### src/rtl/wb_rr_arbiter.sv
// Round-robin Wishbone B3 arbiter: NUM_MASTERS masters share one slave, and the grant is held for the whole master cycle.
// Define WB_RR_ARB_TIMEOUT_EN to add a watchdog that aborts a hung slave access with an error response.
module wb_rr_arbiter #(
  parameter int NUM_MASTERS    = 2,
  parameter int TIMEOUT_CYCLES = 255
) (
  input  logic                      wb_clk_i,
  input  logic                      wb_rst_i,
  input  logic [32*NUM_MASTERS-1:0] wbm_adr_i,
  input  logic [32*NUM_MASTERS-1:0] wbm_dat_i,
  input  logic [4*NUM_MASTERS-1:0]  wbm_sel_i,
  input  logic [NUM_MASTERS-1:0]    wbm_we_i,
  input  logic [NUM_MASTERS-1:0]    wbm_cyc_i,
  input  logic [NUM_MASTERS-1:0]    wbm_stb_i,
  input  logic [3*NUM_MASTERS-1:0]  wbm_cti_i,
  input  logic [2*NUM_MASTERS-1:0]  wbm_bte_i,
  output logic [32*NUM_MASTERS-1:0] wbm_dat_o,
  output logic [NUM_MASTERS-1:0]    wbm_ack_o,
  output logic [NUM_MASTERS-1:0]    wbm_err_o,
  output logic [NUM_MASTERS-1:0]    wbm_rty_o,
  output logic [31:0]               wbs_adr_o,
  output logic [31:0]               wbs_dat_o,
  output logic [3:0]                wbs_sel_o,
  output logic                      wbs_we_o,
  output logic                      wbs_cyc_o,
  output logic                      wbs_stb_o,
  output logic [2:0]                wbs_cti_o,
  output logic [1:0]                wbs_bte_o,
  input  logic [31:0]               wbs_dat_i,
  input  logic                      wbs_ack_i,
  input  logic                      wbs_err_i,
  input  logic                      wbs_rty_i,
  output logic [NUM_MASTERS-1:0]    grant_o
);

  localparam int IDX_W = (NUM_MASTERS > 1) ? $clog2(NUM_MASTERS) : 1;
  localparam logic [IDX_W:0] N_EXT = (IDX_W+1)'(NUM_MASTERS);

  if (NUM_MASTERS < 2 || NUM_MASTERS > 8 || TIMEOUT_CYCLES < 1) begin : g_bad_params
    $error("wb_rr_arbiter: NUM_MASTERS must be 2..8 and TIMEOUT_CYCLES at least 1");
  end

  typedef enum logic [1:0] {
    IDLE    = 2'd0,
    GRANTED = 2'd1
`ifdef WB_RR_ARB_TIMEOUT_EN
    ,
    ABORT   = 2'd2
`endif
  } state_t;

  state_t            state, state_d;
  logic [IDX_W-1:0]  gnt_idx, last_idx;
  logic [IDX_W-1:0]  pick_idx;
  logic              pick_valid;
  logic [IDX_W:0]    cand;
  logic              timeout;
  logic              pass;

  logic [31:0] adr_sel, dat_sel;
  logic [3:0]  sel_sel;
  logic [2:0]  cti_sel;
  logic [1:0]  bte_sel;
  logic        we_sel, cyc_sel, stb_sel;

  // Rotating scan starting just after the last master served.
  always_comb begin
    pick_valid = 1'b0;
    pick_idx   = last_idx;
    cand       = '0;
    for (int k = 1; k <= NUM_MASTERS; k++) begin
      cand = {1'b0, last_idx} + (IDX_W+1)'(k);
      if (cand >= N_EXT) cand = cand - N_EXT;
      if (!pick_valid && wbm_cyc_i[cand[IDX_W-1:0]]) begin
        pick_valid = 1'b1;
        pick_idx   = cand[IDX_W-1:0];
      end
    end
  end

  // NOTE: every signal gets a default before any branch so no latch is inferred.
  always_comb begin
    adr_sel = '0;
    dat_sel = '0;
    sel_sel = '0;
    cti_sel = '0;
    bte_sel = '0;
    we_sel  = 1'b0;
    cyc_sel = 1'b0;
    stb_sel = 1'b0;
    for (int i = 0; i < NUM_MASTERS; i++) begin
      if (gnt_idx == IDX_W'(i)) begin
        adr_sel = wbm_adr_i[i*32 +: 32];
        dat_sel = wbm_dat_i[i*32 +: 32];
        sel_sel = wbm_sel_i[i*4 +: 4];
        cti_sel = wbm_cti_i[i*3 +: 3];
        bte_sel = wbm_bte_i[i*2 +: 2];
        we_sel  = wbm_we_i[i];
        cyc_sel = wbm_cyc_i[i];
        stb_sel = wbm_stb_i[i];
      end
    end
  end

`ifdef WB_RR_ARB_TIMEOUT_EN
  localparam int CNT_W = $clog2(TIMEOUT_CYCLES + 1);
  logic [CNT_W-1:0] stall_cnt;

  always_ff @(posedge wb_clk_i) begin
    if (wb_rst_i) begin
      stall_cnt <= '0;
    end else if (state != GRANTED || !wbs_stb_o || wbs_ack_i || wbs_err_i || wbs_rty_i) begin
      stall_cnt <= '0;
    end else begin
      stall_cnt <= stall_cnt + CNT_W'(1);
    end
  end

  assign timeout = (state == GRANTED) && cyc_sel && (stall_cnt == CNT_W'(TIMEOUT_CYCLES));
`else
  assign timeout = 1'b0;
`endif

  // NOTE: state registers use non-blocking assignments so all flops update together on the edge.
  always_ff @(posedge wb_clk_i) begin
    if (wb_rst_i) begin
      state    <= IDLE;
      gnt_idx  <= '0;
      last_idx <= IDX_W'(NUM_MASTERS - 1);
    end else begin
      state <= state_d;
      if (state == IDLE && pick_valid) gnt_idx <= pick_idx;
      if (state != IDLE && state_d == IDLE) last_idx <= gnt_idx;
    end
  end

  always_comb begin
    state_d = state;
    case (state)
      IDLE:    if (pick_valid) state_d = GRANTED;
      GRANTED: begin
        if (!cyc_sel) state_d = IDLE;
`ifdef WB_RR_ARB_TIMEOUT_EN
        else if (timeout) state_d = ABORT;
      end
      ABORT: begin
        if (!cyc_sel) state_d = IDLE;
`endif
      end
      default: state_d = IDLE;
    endcase
  end

  // The slave only ever sees the granted master, and nothing while idle or aborting.
  assign pass = (state == GRANTED) && !timeout;

  always_comb begin
    wbs_adr_o = pass ? adr_sel : '0;
    wbs_dat_o = pass ? dat_sel : '0;
    wbs_sel_o = pass ? sel_sel : '0;
    wbs_cti_o = pass ? cti_sel : '0;
    wbs_bte_o = pass ? bte_sel : '0;
    wbs_we_o  = pass && we_sel;
    wbs_cyc_o = pass && cyc_sel;
    wbs_stb_o = pass && stb_sel;
    wbm_dat_o = {NUM_MASTERS{wbs_dat_i}};
    wbm_ack_o = '0;
    wbm_err_o = '0;
    wbm_rty_o = '0;
    grant_o   = '0;
    for (int i = 0; i < NUM_MASTERS; i++) begin
      if (gnt_idx == IDX_W'(i)) begin
        wbm_ack_o[i] = pass && wbs_ack_i;
        wbm_err_o[i] = (pass && wbs_err_i) || timeout;
        wbm_rty_o[i] = pass && wbs_rty_i;
        grant_o[i]   = (state != IDLE);
      end
    end
  end

endmodule

### config.mk
export PLATFORM = sky130hd
export DESIGN_NAME = wb_rr_arbiter
export DESIGN_NICKNAME = d
export VERILOG_FILES = /design/src/rtl/wb_rr_arbiter.sv
export SDC_FILE = /design/constraint.sdc
export NUM_CORES = 1
export LEC_CHECK = 0
export ABC_AREA = 1
export CORE_AREA = 2 2 131 133
export DETAILED_ROUTE_END_ITERATION = 16
export DIE_AREA = 0 0 133 135
export GPL_TIMING_DRIVEN = 0
export RECOVER_POWER = 50
export REMOVE_ABC_BUFFERS = 1
export SLEW_MARGIN = 10
export SYNTH_ARGS = -nofsm -noshare
export SYNTH_HDL_FRONTEND = slang
export SYNTH_SLANG_ARGS = --single-unit
### constraint.sdc
create_clock -name wb_clk_i -period 1.1 [get_ports wb_clk_i]
set_clock_uncertainty 0.2 [all_clocks]
set_input_delay 0.11 -clock wb_clk_i [delete_from_list [all_inputs] [get_ports wb_clk_i]]
set_output_delay 0.11 -clock wb_clk_i [all_outputs]
set_load 0.005 [all_outputs]
* Word-level counts from Yosys, hierarchy flattened
Cells that the tools add are included.
Word-level totals: logic and storage cells 59, bits in latches 0, ROM bits 0, register bits 4, bits in writable memories 0, memories kept 0
Operators by class: $add $sub $neg 4, shift operators 0, div/mod/pow operators 0, reduce and logical (&&, ||, !) cells 13, $lt $le $gt $ge 4, bitwise logic cells 0, equality and inequality tests 1, mux-type cells 34, $mul 0
Operator list (count):
- $mux W32 | 4
- $mux W1 | 21
- $logic_and A1 B1 Y1 | 9
- $mux W2 | 4
- $mux W4 | 2
- $mux W3 | 2
- $ge A2 B2 Y1 const B | 2
- $logic_not A2 Y1 | 2
- $lt A1 B2 Y1 const B | 2
- $pmux W2 S2 | 1
- $add A1 B1 Y2 const B | 1
- $add A1 B2 Y2 const B | 1
- $eq A2 B1 Y1 const B | 1
- $reduce_bool A2 Y1 | 1
- $sub A1 B1 Y1 const B | 2
- $logic_not A1 Y1 | 1

* Depth between registers and ports, before layout
depth in word-level cells 13, gate-level depth with buffers 7, mapped depth without buffers 7

* Least setup slack after synthesis
No wires, ideal clock.
kind register to output, start point register gnt_idx, end point output wbs_dat_o[20], buffers on the path 2, stages on the path, launching flop included 6, setup slack -0.072 ns, arrival 0.862 ns, cells stage by stage dfxtp_1 > inv_2 > buf_4 > buf_4 > nand2_1 > a21oi_1
Between the ends: word-level cells in the longest chain between the ends 2
Ends and longest elaborated chain:
- start: declaration | line 53 | logic [IDX_W-1:0] gnt_idx, last_idx;
- start signal: assignment | line 132 | if (state == IDLE && pick_valid) gnt_idx <= pick_idx;
- $mux W32 | line 92 | if (gnt_idx == IDX_W'(i)) begin
- $mux W32 | line 159 | wbs_dat_o = pass ? dat_sel : '0;
- end: declaration | line 22 | output logic [31:0] wbs_dat_o,
Every way passes these cells.

* Final worst setup path
start point register gnt_idx, end point output wbs_adr_o[15]
Between the ends: word-level cells in the longest chain between the ends 2
Ends and longest elaborated chain:
- $mux W32 | line 92
- $mux W32 | line 158 | wbs_adr_o = pass ? adr_sel : '0;
- end: declaration | line 21 | output logic [31:0] wbs_adr_o,
Every way passes these cells.

==> reports/qor.yml <==
status:
  outcome: "complete, but fails checks"
  violations: "setup timing"
placed_design:
  dpl-instance-area_sq_um: 3940
  dp_slack_ps: -1390
  half_perimeter_wire_length_after_placement_um: 10500
  gp_congestion: 0.904
  placement.io_buffers: 240
sta:
  final_hold_viol_count: 0
  shortest_period_the_worst_path_allows_ps: 1720
  slew_violations: 0
  hold_slack_ps: 20.0
  postLayoutSetupSlackWorst_ps: -619
  achievable-frequency_mhz: 582
  final.period_utilization_pct: 156
  setup-violations-final: 87
  setup_repair_after_global_routing_missed_its_margin: "yes"
hold_path:
  min_delay_path_class: "input pin to primary output"
synth:
  post_synth_main_area_contributors: "nand2_1, buf_4, a21oi_1"
  synth_area_sq_um: 1810
  synth_largest_area_cell: "nand2_1"
  syn_avg_cell_area_sq_um: 5.10
  synth-seq-area-share_pct: 4.43
  postSynthCellCount: 354
  synth_top_area_share_pct: 33.4
  netlist-cell-type-count: 16
  ys_seq_elements: 4
  synth.yosys.warnings: 0
drt:
  drc: 0
  drt-initial-drc-count: 134
  avgViaCountPerCell: 4.08
  final_antenna_net_count: 0
  detail_route.wirelength_um: 17600
  drt_pass1_iterations: 4
  vias: 3195
  mean_routed_wirelength_per_cell_um: 22.5
pwr:
  cellPowerDensity_nw_per_um2: 483
  power.total_mw: 2.61
  p_leak_nw: 2.39
  power.ir.vdd_worst_mv: 0.499
floorplan:
  die-height_um: 135
  die_area_sq_um: 18000
  die_w_um: 133
  initial_utilization_pct: 11.0
  design.portCount: 337
  floorplan.core_area_sq_um: 16400
  rows: 47
setup_path:
  worst_setup_path_start_kind: "flop"
  path_buf_inv: 5
  critical-path-slowest-cell: "dfxtp_4"
  cp-end-kind: "primary output"
  critPathMostFrequentCell: "buf_12"
  cp_slowest_stage_delay_ps: 380
  crit_type: "flop to primary output"
  critical_path_peak_fanout: 4
  timing.critical_path.cells: "buf_12 > buf_12 > buf_12 > clkbuf_16 > nand2_2 > a21oi_4 > buf_2"
  worst_ep_required_ps: 790
  timing.critical_path.max_delay_family: "buffers and inverters"
  cp_data_arrival_time_ps: 1410
clocking:
  clock_insertion_delay_worst_skew_ps: 230
  postCtsHoldBufs: 0
  tritoncts: "built"
  clk_pin_slew_ps: 30
  cts_root_buf: "clkbuf_16"
  cts-buffers-inserted: 3
  clock_tree_buffer_depth: 2
  tritoncts_num_sinks: 4
  cts-htree-levels: 1
global_route:
  pin_count_of_the_biggest_net_entering_global_routing: 21
  globalRouteOverflowTotal: 0
  grt.total_usage_pct: 18.0
  antenna_violations_before_repair: 0
  wire_length_of_the_first_global_routing_pass_um: 23100
  first_global_vias: 3131
cells_and_area:
  final_nets: 753
  diode_count: 0
  final_common_cell: "clkdlybuf4s50_1"
  layout.cell_area.non_filler_sq_um: 5400
  area.growth.synth_to_final_pct: 199
  fillerInstances: 1730
  final_layout_size_suffix_gt1_share_pct: 51.9
  commonest_cells_after_routing_fill_and_taps_aside: "clkdlybuf4s50_1, nand2_1, buf_2, a21oi_2, nand2_2"
run:
  maxCapViolCount: 0
cell usage after synthesis, drive strengths merged:
master / n
nand3: 1
inv: 9
conb: 1
o21ai: 1
nand2: 161
nor2: 4
nor3: 6
buf: 89
a21oi: 78
dfxtp: 4
power breakdown:
group	switching (mW)	internal (mW)	total, mW
registers	0.0104	0.156	0.166
clock network	0.120	0.480	0.600
logic	0.766	1.07	1.84
cell type report:
| class | instances | area, sq um | area share [%] |
|---|---|---|---|
| inverters | 9 | 67.6 | 1.25 |
| flip-flops and latches | 4 | 85.1 | 1.58 |
| clock buffers | 4 | 78.8 | 1.46 |
| repair inverters | 5 | 82.6 | 1.53 |
| well taps | 220 | 275 | 5.10 |
| repair buffers | 289 | 3020 | 56.0 |
| multi-input cells | 252 | 1790 | 33.1 |
cell families (layout without fill, tap and decap cells):
group / count (synthesis) / count (layout) / synth area share [%]
and+or+nand+nor: 172 / 172 / 37.0
other: 1 / 1 / 0.208
DFF: 4 / 4 / 4.43
buffers and inverters: 98 / 307 / 36.4
AOI/OAI and AO/OA: 79 / 79 / 21.9
state kept, by name (all words and copies together) (netlist names):
name and flops:
last_idx 1, state 2, gnt_idx 1
worst paths after layout:
path                                         endpoint                   from  cells after the start  slack (ps)
worst max-delay path                    wbs_adr_o[15]   gnt_idx$_SDFFE_PP0P_                      7        -620
worst min register to register  last_idx$_SDFFE_PP1P_  last_idx$_SDFFE_PP1P_                      2         240
worst min-delay path                    wbm_dat_o[42]          wbs_dat_i[10]                      0          20
worst max register to register  last_idx$_SDFFE_PP1P_   gnt_idx$_SDFFE_PP0P_                     10        -370
repair_timing:
action                     CTS  global route
resized for setup          477           112
setup endpoints to repair   87            87
pin swaps                   13            29
setup buffers               26             5
gates cloned                22             6
metrics by stage:
step	cells	utilization (%)	TNS, ps
2_1_floorplan	265	-	-163330
3_3_place_gp	725	23.5	-372090
3_5_place_dp	728	24.0	-104560
4_1_cts	779	30.2	-48750
5_1_grt	783	32.9	-51840
6_report	783	32.9	-46950
worst register-to-register path, cell delays in order, from the launching register on:
cell and delay [ps]:
dfxtp_4 360, buf_12 130, buf_12 130, buf_12 130, nand2_4 50, nand2_2 50, nand2_2 80, buf_6 110
nand2_2 40, nand2_1 50, nand2_1 40
layer usage:
layer | wire, um | track usage, %
met4 | 49 | 1.49
met1 | 6990 | 21.0
met3 | 2380 | 11.0
met5 | 223 | 8.89
met2 | 8000 | 28.3
(Power assumes the default switching activity.)
